**config.mk**
```make
export PLATFORM = sky130hd
export DESIGN_NAME = multicycle_control_unit_p
export DESIGN_NICKNAME = d
export VERILOG_FILES = /design/src/rtl/cu_pkg.sv /design/src/rtl/multicycle_control_unit_p_wait_counter.sv /design/src/rtl/multicycle_control_unit_p.sv
export SDC_FILE = /design/constraint.sdc
export NUM_CORES = 1
export LEC_CHECK = 0
export CAP_MARGIN = 20
export CORE_AREA = 2 2 66 68
export DETAILED_ROUTE_END_ITERATION = 8
export DIE_AREA = 0 0 68 70
export PLACE_DENSITY_LB_ADDON = 0.08
export SLEW_MARGIN = 25
export SYNTH_ARGS = -nofsm -noshare
export SYNTH_HDL_FRONTEND = slang
export SYNTH_HIERARCHICAL = 1
export SYNTH_SLANG_ARGS = --single-unit
export TNS_END_PERCENT = 100
```
**constraint.sdc**
```tcl
create_clock -name i_clock -period 4.2 [get_ports i_clock]
set_input_delay 0.84 -clock i_clock [delete_from_list [all_inputs] [get_ports i_clock]]
set_output_delay 0.84 -clock i_clock [all_outputs]
set_load 0.02 [all_outputs]
```
**src/rtl/cu_pkg.sv**
```systemverilog
// Shared types and encodings for the multicycle control unit.
// Holds the state enum, datapath select encodings, opcode/funct constants,
// cause codes, the packed control bundle and the instruction decoder.
package cu_pkg;

  typedef enum logic [5:0] {
    S_FETCH   = 6'd0,
    S_F_WAIT  = 6'd1,
    S_IR_WR   = 6'd2,
    S_DECODE  = 6'd3,
    S_R_EXEC  = 6'd4,
    S_R_WB    = 6'd5,
    S_ADDR    = 6'd6,
    S_LD_WAIT = 6'd7,
    S_LD_MDR  = 6'd8,
    S_LD_WB   = 6'd9,
    S_ST      = 6'd10,
    S_BEQ     = 6'd11,
    S_BNE     = 6'd12,
    S_LUI     = 6'd13,
    S_JUMP    = 6'd14,
    S_JR      = 6'd15,
    S_RTE     = 6'd16,
    S_NOP     = 6'd17,
    S_BREAK   = 6'd18,
    S_EXC_OP  = 6'd19,
    S_EXC_OVF = 6'd20,
    S_EXC_IRQ = 6'd21,
    S_X_WAIT  = 6'd22,
    S_X_MDR   = 6'd23,
    S_X_JMP   = 6'd24
  } state_t;

  localparam logic [2:0] ALU_ADD    = 3'b000;
  localparam logic [2:0] ALU_SUB    = 3'b001;
  localparam logic [2:0] ALU_FUNCT  = 3'b010;
  localparam logic [2:0] ALU_PASS_A = 3'b011;

  localparam logic [1:0] PC_ALU    = 2'b00;
  localparam logic [1:0] PC_ALUOUT = 2'b01;
  localparam logic [1:0] PC_JUMP   = 2'b10;
  localparam logic [1:0] PC_EPC    = 2'b11;

  localparam logic [1:0] M2R_ALUOUT = 2'b00;
  localparam logic [1:0] M2R_MDR    = 2'b01;
  localparam logic [1:0] M2R_LUI    = 2'b10;

  localparam logic [1:0] IORD_PC     = 2'b00;
  localparam logic [1:0] IORD_ALUOUT = 2'b01;
  localparam logic [1:0] IORD_VEC    = 2'b10;

  localparam logic [1:0] SRCA_PC  = 2'b00;
  localparam logic [1:0] SRCA_A   = 2'b01;
  localparam logic [1:0] SRCA_MDR = 2'b10;

  localparam logic [1:0] SRCB_B    = 2'b00;
  localparam logic [1:0] SRCB_4    = 2'b01;
  localparam logic [1:0] SRCB_IMM  = 2'b10;
  localparam logic [1:0] SRCB_BOFF = 2'b11;

  localparam logic [5:0] OP_RTYPE = 6'h00;
  localparam logic [5:0] OP_J     = 6'h02;
  localparam logic [5:0] OP_BEQ   = 6'h04;
  localparam logic [5:0] OP_BNE   = 6'h05;
  localparam logic [5:0] OP_LUI   = 6'h0F;
  localparam logic [5:0] OP_RTE   = 6'h10;
  localparam logic [5:0] OP_LW    = 6'h23;
  localparam logic [5:0] OP_SW    = 6'h2B;

  localparam logic [5:0] F_NOP   = 6'h00;
  localparam logic [5:0] F_JR    = 6'h08;
  localparam logic [5:0] F_BREAK = 6'h0D;
  localparam logic [5:0] F_RTE   = 6'h10;
  localparam logic [5:0] F_ADD   = 6'h20;
  localparam logic [5:0] F_ADDU  = 6'h21;
  localparam logic [5:0] F_SUB   = 6'h22;
  localparam logic [5:0] F_SUBU  = 6'h23;
  localparam logic [5:0] F_AND   = 6'h24;
  localparam logic [5:0] F_XOR   = 6'h26;

  localparam logic [1:0] CAUSE_OP  = 2'b00;
  localparam logic [1:0] CAUSE_OVF = 2'b01;
  localparam logic [1:0] CAUSE_IRQ = 2'b10;

  typedef struct packed {
    logic       mem_write;
    logic       pc_write;
    logic       pc_write_eq;
    logic       pc_write_ne;
    logic       reg_dst;
    logic       reg_write;
    logic       ir_write;
    logic       mdr_write;
    logic       aluout_write;
    logic       epc_write;
    logic       cause_write;
    logic [1:0] pc_src;
    logic [1:0] mem_to_reg;
    logic [1:0] iord;
    logic [1:0] alu_src_a;
    logic [1:0] alu_src_b;
    logic [2:0] alu_op;
    logic [1:0] int_cause;
    logic       halted;
  } ctrl_t;

  // Next state out of DECODE; anything unrecognised is an opcode exception.
  function automatic state_t decode_instr(input logic [5:0] op, input logic [5:0] fn);
    state_t s;
    s = S_EXC_OP;
    case (op)
      OP_RTYPE: begin
        case (fn)
          F_ADD, F_ADDU, F_SUB, F_SUBU, F_AND, F_XOR: s = S_R_EXEC;
          F_NOP:   s = S_NOP;
          F_JR:    s = S_JR;
          F_BREAK: s = S_BREAK;
          default: s = S_EXC_OP;
        endcase
      end
      OP_RTE:  s = (fn == F_RTE) ? S_RTE : S_EXC_OP;
      OP_J:    s = S_JUMP;
      OP_BEQ:  s = S_BEQ;
      OP_BNE:  s = S_BNE;
      OP_LUI:  s = S_LUI;
      OP_LW, OP_SW: s = S_ADDR;
      default: s = S_EXC_OP;
    endcase
    return s;
  endfunction

endpackage

```
**src/rtl/multicycle_control_unit_p_wait_counter.sv**
```systemverilog
// cu_wait_counter: memory wait-state down-counter.
// Ports: i_clock, i_reset (async, active-low), i_load/i_load_val (preset),
//        i_dec (count down, saturates at 0), o_done (count <= 1).
module cu_wait_counter #(
  parameter int unsigned W = 3
) (
  input  logic         i_clock,
  input  logic         i_reset,
  input  logic         i_load,
  input  logic [W-1:0] i_load_val,
  input  logic         i_dec,
  output logic         o_done
);

  logic [W-1:0] r_count;

  always_ff @(posedge i_clock or negedge i_reset) begin
    if (!i_reset) begin
      r_count <= '0;
    end else if (i_load) begin
      r_count <= i_load_val;
    end else if (i_dec && (r_count != '0)) begin
      r_count <= r_count - 1'b1;
    end
  end

  // The wait state is left on the cycle the count reads 1, so the total
  // number of wait cycles equals the preset value.
  assign o_done = (r_count <= W'(1));

endmodule

```
**src/rtl/multicycle_control_unit_p.sv**
```systemverilog
// Multicycle MIPS-subset control FSM with parametrised memory latency,
// overflow trap and maskable interrupt.
// Ports: i_clock, i_reset (async, active-low), i_opcode/i_funct (IR fields),
//        i_alu_overflow, i_irq; o_* datapath enables and mux selects,
//        o_int_cause, o_in_handler, o_halted, o_state (debug).
//
// state     | meaning
// FETCH     | PC to memory, PC <= PC+4, preset wait counter
// F_WAIT    | instruction memory wait states
// IR_WR     | latch IR, precompute branch target
// DECODE    | dispatch on opcode/funct
// R_EXEC    | R-type ALU op, overflow check
// R_WB      | write rd
// ADDR      | load/store address, preset wait counter
// LD_WAIT   | data memory wait states
// LD_MDR    | latch MDR
// LD_WB     | write rt from MDR
// ST        | memory write
// BEQ/BNE   | conditional PC update
// LUI       | write immediate
// JUMP/JR   | unconditional PC update
// RTE       | PC <= EPC, leave handler
// NOP       | idle cycle
// BREAK     | halted until reset
// EXC_*     | save EPC and cause
// X_WAIT    | vector fetch wait states
// X_MDR     | latch handler address
// X_JMP     | PC <= handler address
module multicycle_control_unit_p
  import cu_pkg::*;
#(
  parameter int unsigned MEM_WAIT = 1,
  parameter bit          OVF_TRAP = 1'b1,
  parameter bit          IRQ_EN   = 1'b1
) (
  input  logic       i_clock,
  input  logic       i_reset,
  input  logic [5:0] i_opcode,
  input  logic [5:0] i_funct,
  input  logic       i_alu_overflow,
  input  logic       i_irq,
  output logic       o_mem_write,
  output logic       o_pc_write,
  output logic       o_pc_write_eq,
  output logic       o_pc_write_ne,
  output logic       o_reg_dst,
  output logic       o_reg_write,
  output logic       o_ir_write,
  output logic       o_mdr_write,
  output logic       o_aluout_write,
  output logic       o_epc_write,
  output logic       o_cause_write,
  output logic [1:0] o_pc_src,
  output logic [1:0] o_mem_to_reg,
  output logic [1:0] o_iord,
  output logic [1:0] o_alu_src_a,
  output logic [1:0] o_alu_src_b,
  output logic [2:0] o_alu_op,
  output logic [1:0] o_int_cause,
  output logic       o_in_handler,
  output logic       o_halted,
  output logic [5:0] o_state
);

  if (MEM_WAIT > 7) begin : g_bad_mem_wait
    $error("MEM_WAIT must be in the range 0..7");
  end

  localparam logic [2:0] LP_MEM_WAIT = MEM_WAIT[2:0];
  localparam bit         LP_NO_WAIT  = (MEM_WAIT == 0);

  state_t r_state;
  logic   r_in_handler;
  logic   w_cnt_load;
  logic   w_cnt_dec;
  logic   w_cnt_done;
  logic   w_irq_take;
  logic   w_irq_rte;
  ctrl_t  w_ctrl;
  ctrl_t  w_out;

  assign w_cnt_load = (r_state == S_FETCH) || (r_state == S_ADDR) ||
                      (r_state == S_EXC_OP) || (r_state == S_EXC_OVF) ||
                      (r_state == S_EXC_IRQ);
  assign w_cnt_dec  = (r_state == S_F_WAIT) || (r_state == S_LD_WAIT) ||
                      (r_state == S_X_WAIT);

  cu_wait_counter #(.W(3)) u_wait (
    .i_clock    (i_clock),
    .i_reset    (i_reset),
    .i_load     (w_cnt_load),
    .i_load_val (LP_MEM_WAIT),
    .i_dec      (w_cnt_dec),
    .o_done     (w_cnt_done)
  );

  // RTE drops the mask in the same cycle, so a pending irq is taken right away.
  assign w_irq_take = IRQ_EN && i_irq && !r_in_handler;
  assign w_irq_rte  = IRQ_EN && i_irq;

  always_ff @(posedge i_clock or negedge i_reset) begin
    if (!i_reset) begin
      r_state      <= S_FETCH;
      r_in_handler <= 1'b0;
    end else begin
      case (r_state)
        S_FETCH:   r_state <= LP_NO_WAIT ? S_IR_WR : S_F_WAIT;
        S_F_WAIT:  if (w_cnt_done) r_state <= S_IR_WR;
        S_IR_WR:   r_state <= S_DECODE;
        S_DECODE:  r_state <= decode_instr(i_opcode, i_funct);
        S_R_EXEC: begin
          if (OVF_TRAP && ((i_funct == F_ADD) || (i_funct == F_SUB)) && i_alu_overflow)
            r_state <= S_EXC_OVF;
          else
            r_state <= S_R_WB;
        end
        S_ADDR: begin
          if (i_opcode == OP_LW) r_state <= LP_NO_WAIT ? S_LD_MDR : S_LD_WAIT;
          else                   r_state <= S_ST;
        end
        S_LD_WAIT: if (w_cnt_done) r_state <= S_LD_MDR;
        S_LD_MDR:  r_state <= S_LD_WB;
        S_R_WB, S_LD_WB, S_ST, S_BEQ, S_BNE, S_LUI, S_JUMP, S_JR, S_NOP:
          r_state <= w_irq_take ? S_EXC_IRQ : S_FETCH;
        S_RTE: begin
          r_in_handler <= 1'b0;
          r_state      <= w_irq_rte ? S_EXC_IRQ : S_FETCH;
        end
        S_BREAK:   r_state <= S_BREAK;
        S_EXC_OP, S_EXC_OVF, S_EXC_IRQ: begin
          r_in_handler <= 1'b1;
          r_state      <= LP_NO_WAIT ? S_X_MDR : S_X_WAIT;
        end
        S_X_WAIT:  if (w_cnt_done) r_state <= S_X_MDR;
        S_X_MDR:   r_state <= S_X_JMP;
        S_X_JMP:   r_state <= S_FETCH;
        default:   r_state <= S_FETCH;
      endcase
    end
  end

  always_comb begin
    w_ctrl = '0;
    case (r_state)
      S_FETCH: begin
        w_ctrl.iord      = IORD_PC;
        w_ctrl.pc_write  = 1'b1;
        w_ctrl.alu_src_b = SRCB_4;
        w_ctrl.alu_op    = ALU_ADD;
      end
      S_IR_WR: begin
        w_ctrl.ir_write     = 1'b1;
        w_ctrl.alu_src_b    = SRCB_BOFF;
        w_ctrl.aluout_write = 1'b1;
      end
      S_R_EXEC: begin
        w_ctrl.alu_src_a    = SRCA_A;
        w_ctrl.alu_op       = ALU_FUNCT;
        w_ctrl.aluout_write = 1'b1;
      end
      S_R_WB: begin
        w_ctrl.reg_dst    = 1'b1;
        w_ctrl.reg_write  = 1'b1;
        w_ctrl.mem_to_reg = M2R_ALUOUT;
      end
      S_ADDR: begin
        w_ctrl.alu_src_a    = SRCA_A;
        w_ctrl.alu_src_b    = SRCB_IMM;
        w_ctrl.aluout_write = 1'b1;
      end
      S_LD_WAIT: w_ctrl.iord = IORD_ALUOUT;
      S_LD_MDR: begin
        w_ctrl.iord      = IORD_ALUOUT;
        w_ctrl.mdr_write = 1'b1;
      end
      S_LD_WB: begin
        w_ctrl.reg_write  = 1'b1;
        w_ctrl.mem_to_reg = M2R_MDR;
      end
      S_ST: begin
        w_ctrl.iord      = IORD_ALUOUT;
        w_ctrl.mem_write = 1'b1;
      end
      S_BEQ, S_BNE: begin
        w_ctrl.alu_src_a   = SRCA_A;
        w_ctrl.alu_op      = ALU_SUB;
        w_ctrl.pc_src      = PC_ALUOUT;
        w_ctrl.pc_write_eq = (r_state == S_BEQ);
        w_ctrl.pc_write_ne = (r_state == S_BNE);
      end
      S_LUI: begin
        w_ctrl.reg_write  = 1'b1;
        w_ctrl.mem_to_reg = M2R_LUI;
      end
      S_JUMP: begin
        w_ctrl.pc_src   = PC_JUMP;
        w_ctrl.pc_write = 1'b1;
      end
      S_JR: begin
        w_ctrl.alu_src_a = SRCA_A;
        w_ctrl.alu_op    = ALU_PASS_A;
        w_ctrl.pc_src    = PC_ALU;
        w_ctrl.pc_write  = 1'b1;
      end
      S_RTE: begin
        w_ctrl.pc_src   = PC_EPC;
        w_ctrl.pc_write = 1'b1;
      end
      S_BREAK: w_ctrl.halted = 1'b1;
      // PC already advanced past the faulting instruction: EPC = PC - 4.
      S_EXC_OP, S_EXC_OVF: begin
        w_ctrl.epc_write   = 1'b1;
        w_ctrl.cause_write = 1'b1;
        w_ctrl.alu_src_b   = SRCB_4;
        w_ctrl.alu_op      = ALU_SUB;
        w_ctrl.int_cause   = (r_state == S_EXC_OP) ? CAUSE_OP : CAUSE_OVF;
      end
      // Interrupt resumes at the next instruction: EPC = PC.
      S_EXC_IRQ: begin
        w_ctrl.epc_write   = 1'b1;
        w_ctrl.cause_write = 1'b1;
        w_ctrl.alu_src_a   = SRCA_PC;
        w_ctrl.alu_op      = ALU_PASS_A;
        w_ctrl.int_cause   = CAUSE_IRQ;
      end
      S_X_WAIT: w_ctrl.iord = IORD_VEC;
      S_X_MDR: begin
        w_ctrl.iord      = IORD_VEC;
        w_ctrl.mdr_write = 1'b1;
      end
      S_X_JMP: begin
        w_ctrl.alu_src_a = SRCA_MDR;
        w_ctrl.alu_op    = ALU_PASS_A;
        w_ctrl.pc_src    = PC_ALU;
        w_ctrl.pc_write  = 1'b1;
      end
      default: w_ctrl = '0;
    endcase
  end

  // State sits at FETCH during reset; holding the bundle low keeps the
  // datapath from being written until reset is released.
  assign w_out = i_reset ? w_ctrl : '0;

  assign o_mem_write    = w_out.mem_write;
  assign o_pc_write     = w_out.pc_write;
  assign o_pc_write_eq  = w_out.pc_write_eq;
  assign o_pc_write_ne  = w_out.pc_write_ne;
  assign o_reg_dst      = w_out.reg_dst;
  assign o_reg_write    = w_out.reg_write;
  assign o_ir_write     = w_out.ir_write;
  assign o_mdr_write    = w_out.mdr_write;
  assign o_aluout_write = w_out.aluout_write;
  assign o_epc_write    = w_out.epc_write;
  assign o_cause_write  = w_out.cause_write;
  assign o_pc_src       = w_out.pc_src;
  assign o_mem_to_reg   = w_out.mem_to_reg;
  assign o_iord         = w_out.iord;
  assign o_alu_src_a    = w_out.alu_src_a;
  assign o_alu_src_b    = w_out.alu_src_b;
  assign o_alu_op       = w_out.alu_op;
  assign o_int_cause    = w_out.int_cause;
  assign o_halted       = w_out.halted;
  assign o_in_handler   = r_in_handler;
  assign o_state        = r_state;

endmodule

```
Word-level counts from Yosys, hierarchy flattened. Cells that the tools add are included.

Add/subtract/negate cells: 1. Multipliers: 0. Div/mod/pow operators: 0. $lt $le $gt $ge: 1. Equal/unequal tests: 43. Shifts and indexed selects: 0. Mux-type cells: 33. Bitwise logic cells: 0. Reduce and logical (&&, ||, !) cells: 34.

Operators with widths (count): case mux 6 bit (14 select lines) (1); == test 6 x 4 -> 1 bit (second input constant) (11); == test 6 x 5 -> 1 bit (second input constant) (11); == test 6 bit (second input constant) (8); case mux 6 bit (7 select lines) (1); == test 6 x 3 -> 1 bit (second input constant) (6); two-way mux 27 bit (1); case mux 5 bit (4 select lines) (1); == test 6 x 2 -> 1 bit (second input constant) (3); zero test 6 bit (3); two-way mux 6 bit (3); case mux 2 bit (3 select lines) (3); OR reduction 3 bit (6); case mux 2 bit (2 select lines) (4); two-way mux 5 bit (3); OR reduction 2 bit (5); OR reduction 5 bit (2); two-way mux 1 bit (9); OR reduction 9 bit (1); logical OR 1 bit (7); == test 6 x 1 -> 1 bit (second input constant) (1); two-way mux 2 bit (3); two-way mux 3 bit (2); inequality test 2 x 1 -> 1 bit (second input constant) (3); 11 further kinds (14).

Bits in registers: 10. Latch bits: 0. Bits in writable memories: 0. Bits in read-only memories: 0. Bits of input ports: 16. Output and inout port bits: 34. Logic and storage cells: 115. Memories: 0.

Longest topological paths before layout.
Word-level depth: 6. Gate-level depth with buffers: 9. Mapped depth without buffers: 9.

Modules after synthesis. The synthesis kept the hierarchy.

By module, submodules not included: multicycle_control_unit_p (times used 1, cells each 206, area an instance 1332.5 µm², seq. area each 150.1 µm²); cu_wait_counter (times used 1, cells each 25, area an instance 221.5 µm², seq. area each 75.1 µm²).

Worst setup path before layout. No wires, ideal clock.

Kind: input to output. Start point: input port i_reset. End point: output port o_halted. Data arrival time: 1.904 ns. Required time: 3.360 ns. Setup slack: 1.456 ns. Cell stages on the path: 3. Buffers on the path: 1. Cells stage by stage: clkbuf_1 -> nand2_1 -> nor4_1.

Longest elaborated chain between the ends: 1.

RTL lines: start, declared (line multicycle_control_unit_p.sv:37) `input logic i_reset,`; two-way mux 27 bit (line multicycle_control_unit_p.sv:243) `assign w_out = i_reset ? w_ctrl : '0;`; end, declared (line multicycle_control_unit_p.sv:61) `output logic o_halted,`.

Every way passes these cells.

Worst setup path after layout.
Start point: input port i_reset. End point: output port o_aluout_write.

Longest elaborated chain between the ends: 1.

RTL lines: two-way mux 27 bit (line multicycle_control_unit_p.sv:243); end, declared (line multicycle_control_unit_p.sv:50) `output logic o_aluout_write,`.

Every way passes these cells.

==> metrics.yaml <==
slew_violations: 0
cts_tree: "done"
die_w_um: 68
yosysSeqAreaShare_pct: 14.49
drive_gt1_share_pct: 6.642
rows: 24
netlist_instances: 231
antenna_found_initial: 0
drt_iter0_markers: 157
synth_top_family_by_area: "simple AND/OR/NAND/NOR gates"
cp_top_family: "buffers and inverters"
drc: 0
synthAdderAreaFrac_pct: 2.415
r2r_slack_ns: 1.79
slew_headroom_pct: 45.67
final_common_cell: "clkdlybuf4s50_1"
ioPinCount: 50
clockBufferDepth: 2
clk_pin_slew_ns: 0.05
synth-seq-cells: 9
ir_drop_mv: 0.2214
antenna_cells: 0
fin_nets: 291
required_ns: 3.36
worstSetupPathType: "in2out"
cts_root_buf: "clkbuf_8"
endpoint_kind: "output port"
reg2reg_depth: 7
routabilityCongestion: 0.8034
path_common_cell: "clkdlybuf4s50_1"
status: "finished, final reports clean"
ys.flop_type: "dfrtp_1"
ant_nets: 0
yosys.area.top_type: "dfrtp_1"
post_cts_resized: 0
numCtsBuffers: 3
drt_wl_total_um: 4523
area_growth_pct: 34.14
setup-violations-final: 0
io_buffers: 47
path_buf_inv: 3
wl_per_cell_um: 14.00
nFillCells: 442
finalSetupTns_ns: 0
arrival_ns: 2.58
critical-path-max-stage-delay_ns: 0.65
synthMuxAreaShare_pct: 1.288
worstMarginPinSlew_ns: 0.8100
synth_warnings: 6
synth_top_cell_area_share_pct: 14.49
grt_max_degree: 28
post-route-min-period_ns: 3.423
async_flop_share_pct: 100.0
overflow: 0
hold_end: "u_wait/r_count[1]$_DFFE_PN0P_"
fin_area_um2: 2085
hold_slack_ns: 0.5615
die_h_um: 70
die_area_um2: 4760
first_global_vias: 1572
r2r-start: "o_state[0]$_DFFE_PN0P_"
crit_chain: "clkdlybuf4s50_1 -> buf_4 -> nand2b_1 -> nor4_1 -> clkdlybuf4s50_1"
netlist_area_um2: 1554
routed_via_density: 5.520
p_per_area_nw_per_um2: 585.4
start_util_pct: 37.50
cap_violations: 0
htree_levels: 1
synth_area_leaders: "dfrtp_1 (14%), nor3_1 (7.1%), nor2_1 (6.3%)"
crit_fanout: 9
synth-compound-area-share_pct: 30.03
p_leak_uw: 0.0007648
power_uw: 1220
fmax_ghz: 0.2922
hold_class: "reg2reg"
synth-simple-area-share_pct: 42.11
r2r_end: "u_wait/r_count[0]$_DFFE_PN0P_"
synth_area_per_cell_um2: 6.727
synth_xor_area_share_pct: 1.127
cts_hold_buffers: 0
cts_sinks: 9
slowest_stage: "clkdlybuf4s50_1"
rsz0062_at_grt: "no"
layout_common_cells: "clkdlybuf4s50_1 (47), nor2_1 (26), nor3_1 (22), nand2_1 (19), a21oi_1 (15)"
start_kind: "primary input"
clkLatencyLatePin_ns: 0.24
skew_ns: 0.004189
synth_edf_count: 0
fin_crit_sh_pct: 81.50
min_from: "u_wait/r_count[1]$_DFFE_PN0P_"
firstDrtPassIters: 4
grt_use_total_pct: 19.69
grt_pass1_wl_um: 7410
post_cts_buffers: 0
hpwl_um: 3446
final_hold_viol_count: 0
core_area_um2: 4144
dpl_cell_area_um2: 2039
ys_types: 59
vias: 1783
hold_depth: 2
worst max-delay path by stage:
stage                                       from             end  slack [ns]  cells past startpoint
after detailed placement                 i_reset  o_aluout_write        0.78                      5
after floorplan                          i_reset        o_halted        1.46                      3
final                                    i_reset  o_aluout_write        0.78                      5
after global placement                   i_reset  o_aluout_write        0.81                      5
after CTS                                i_reset  o_aluout_write        0.77                      5
after global routing      o_state[1]$_DFFE_PN0P_   o_cause_write        0.67                      4
area by class of cell:
class	instances	area, um2	share of cell area, %
Clock buffer	4	45.04	2.161
Inverter	7	26.28	1.261
Multi-Input combinational cell	199	1215	58.28
Sequential cell	9	225.2	10.80
Tap cell	52	65.06	3.121
Timing Repair Buffer	52	508.0	24.37
metal layers:
layer  global-route usage [%]  vias to the layer above  routed length [um]
li1                         -                      918                   -
met1                    27.30                      813                2152
met2                    31.82                       46                2153
met3                    2.254                        6                 165
met4                    5.333                        0                  51
met5                        0                        -                   0
synthesized netlist by cell type, types with 3 or more instances:
master     n
clkbuf_1   4
o21ai_0    6
nand3_1   10
nor3_1    22
o22a_1     3
nor4_1     5
buf_4      4
a21oi_1   15
nand3b_1   3
o21a_1     3
a22oi_1    5
o21ai_1    4
ha_1       3
buf_2     10
o211ai_1   3
nor2_1    26
nor3b_1    5
nand2_1   19
or2_1      3
and2_1     3
inv_1      7
nand2b_1   8
nor2b_1    6
dfrtp_1    9
report_power, final:
part           switching, uW  internal [uW]  leakage, uW
registers                133            128     0.000112
clock network           38.0           66.5    0.0000228
logic                    477            377     0.000630
state kept, by name (all words and copies together) (netlist names):
register and cells:
o_state 5, u_wait/r_count 3, o_in_handler 1
worst min-delay path: stages (launching register included):
cell and delay [ns]:
dfrtp_1 0.34, a21oi_1 0.05, o21ai_2 0.12
metrics by stage:
step | instances | setup WS, ns | util, %
final | 323 | 0.7771 | 50.30
after CTS | 323 | 0.7684 | 50.30
after global placement | 319 | 0.8085 | 49.21
after detailed placement | 319 | 0.7808 | 49.21
after global routing | 323 | 0.6716 | 50.30
after floorplan | 234 | 1.456 | -
cell families after synthesis:
group | after synthesis
other | 2
adder cells (fa/ha/maj) | 3
flip-flops | 9
XOR/XNOR | 2
AO/OA/AOI/OAI | 65
buffers and inverters | 26
multiplexers | 2
AND/OR/NAND/NOR | 122
Power figures use the tool's default switching activity.
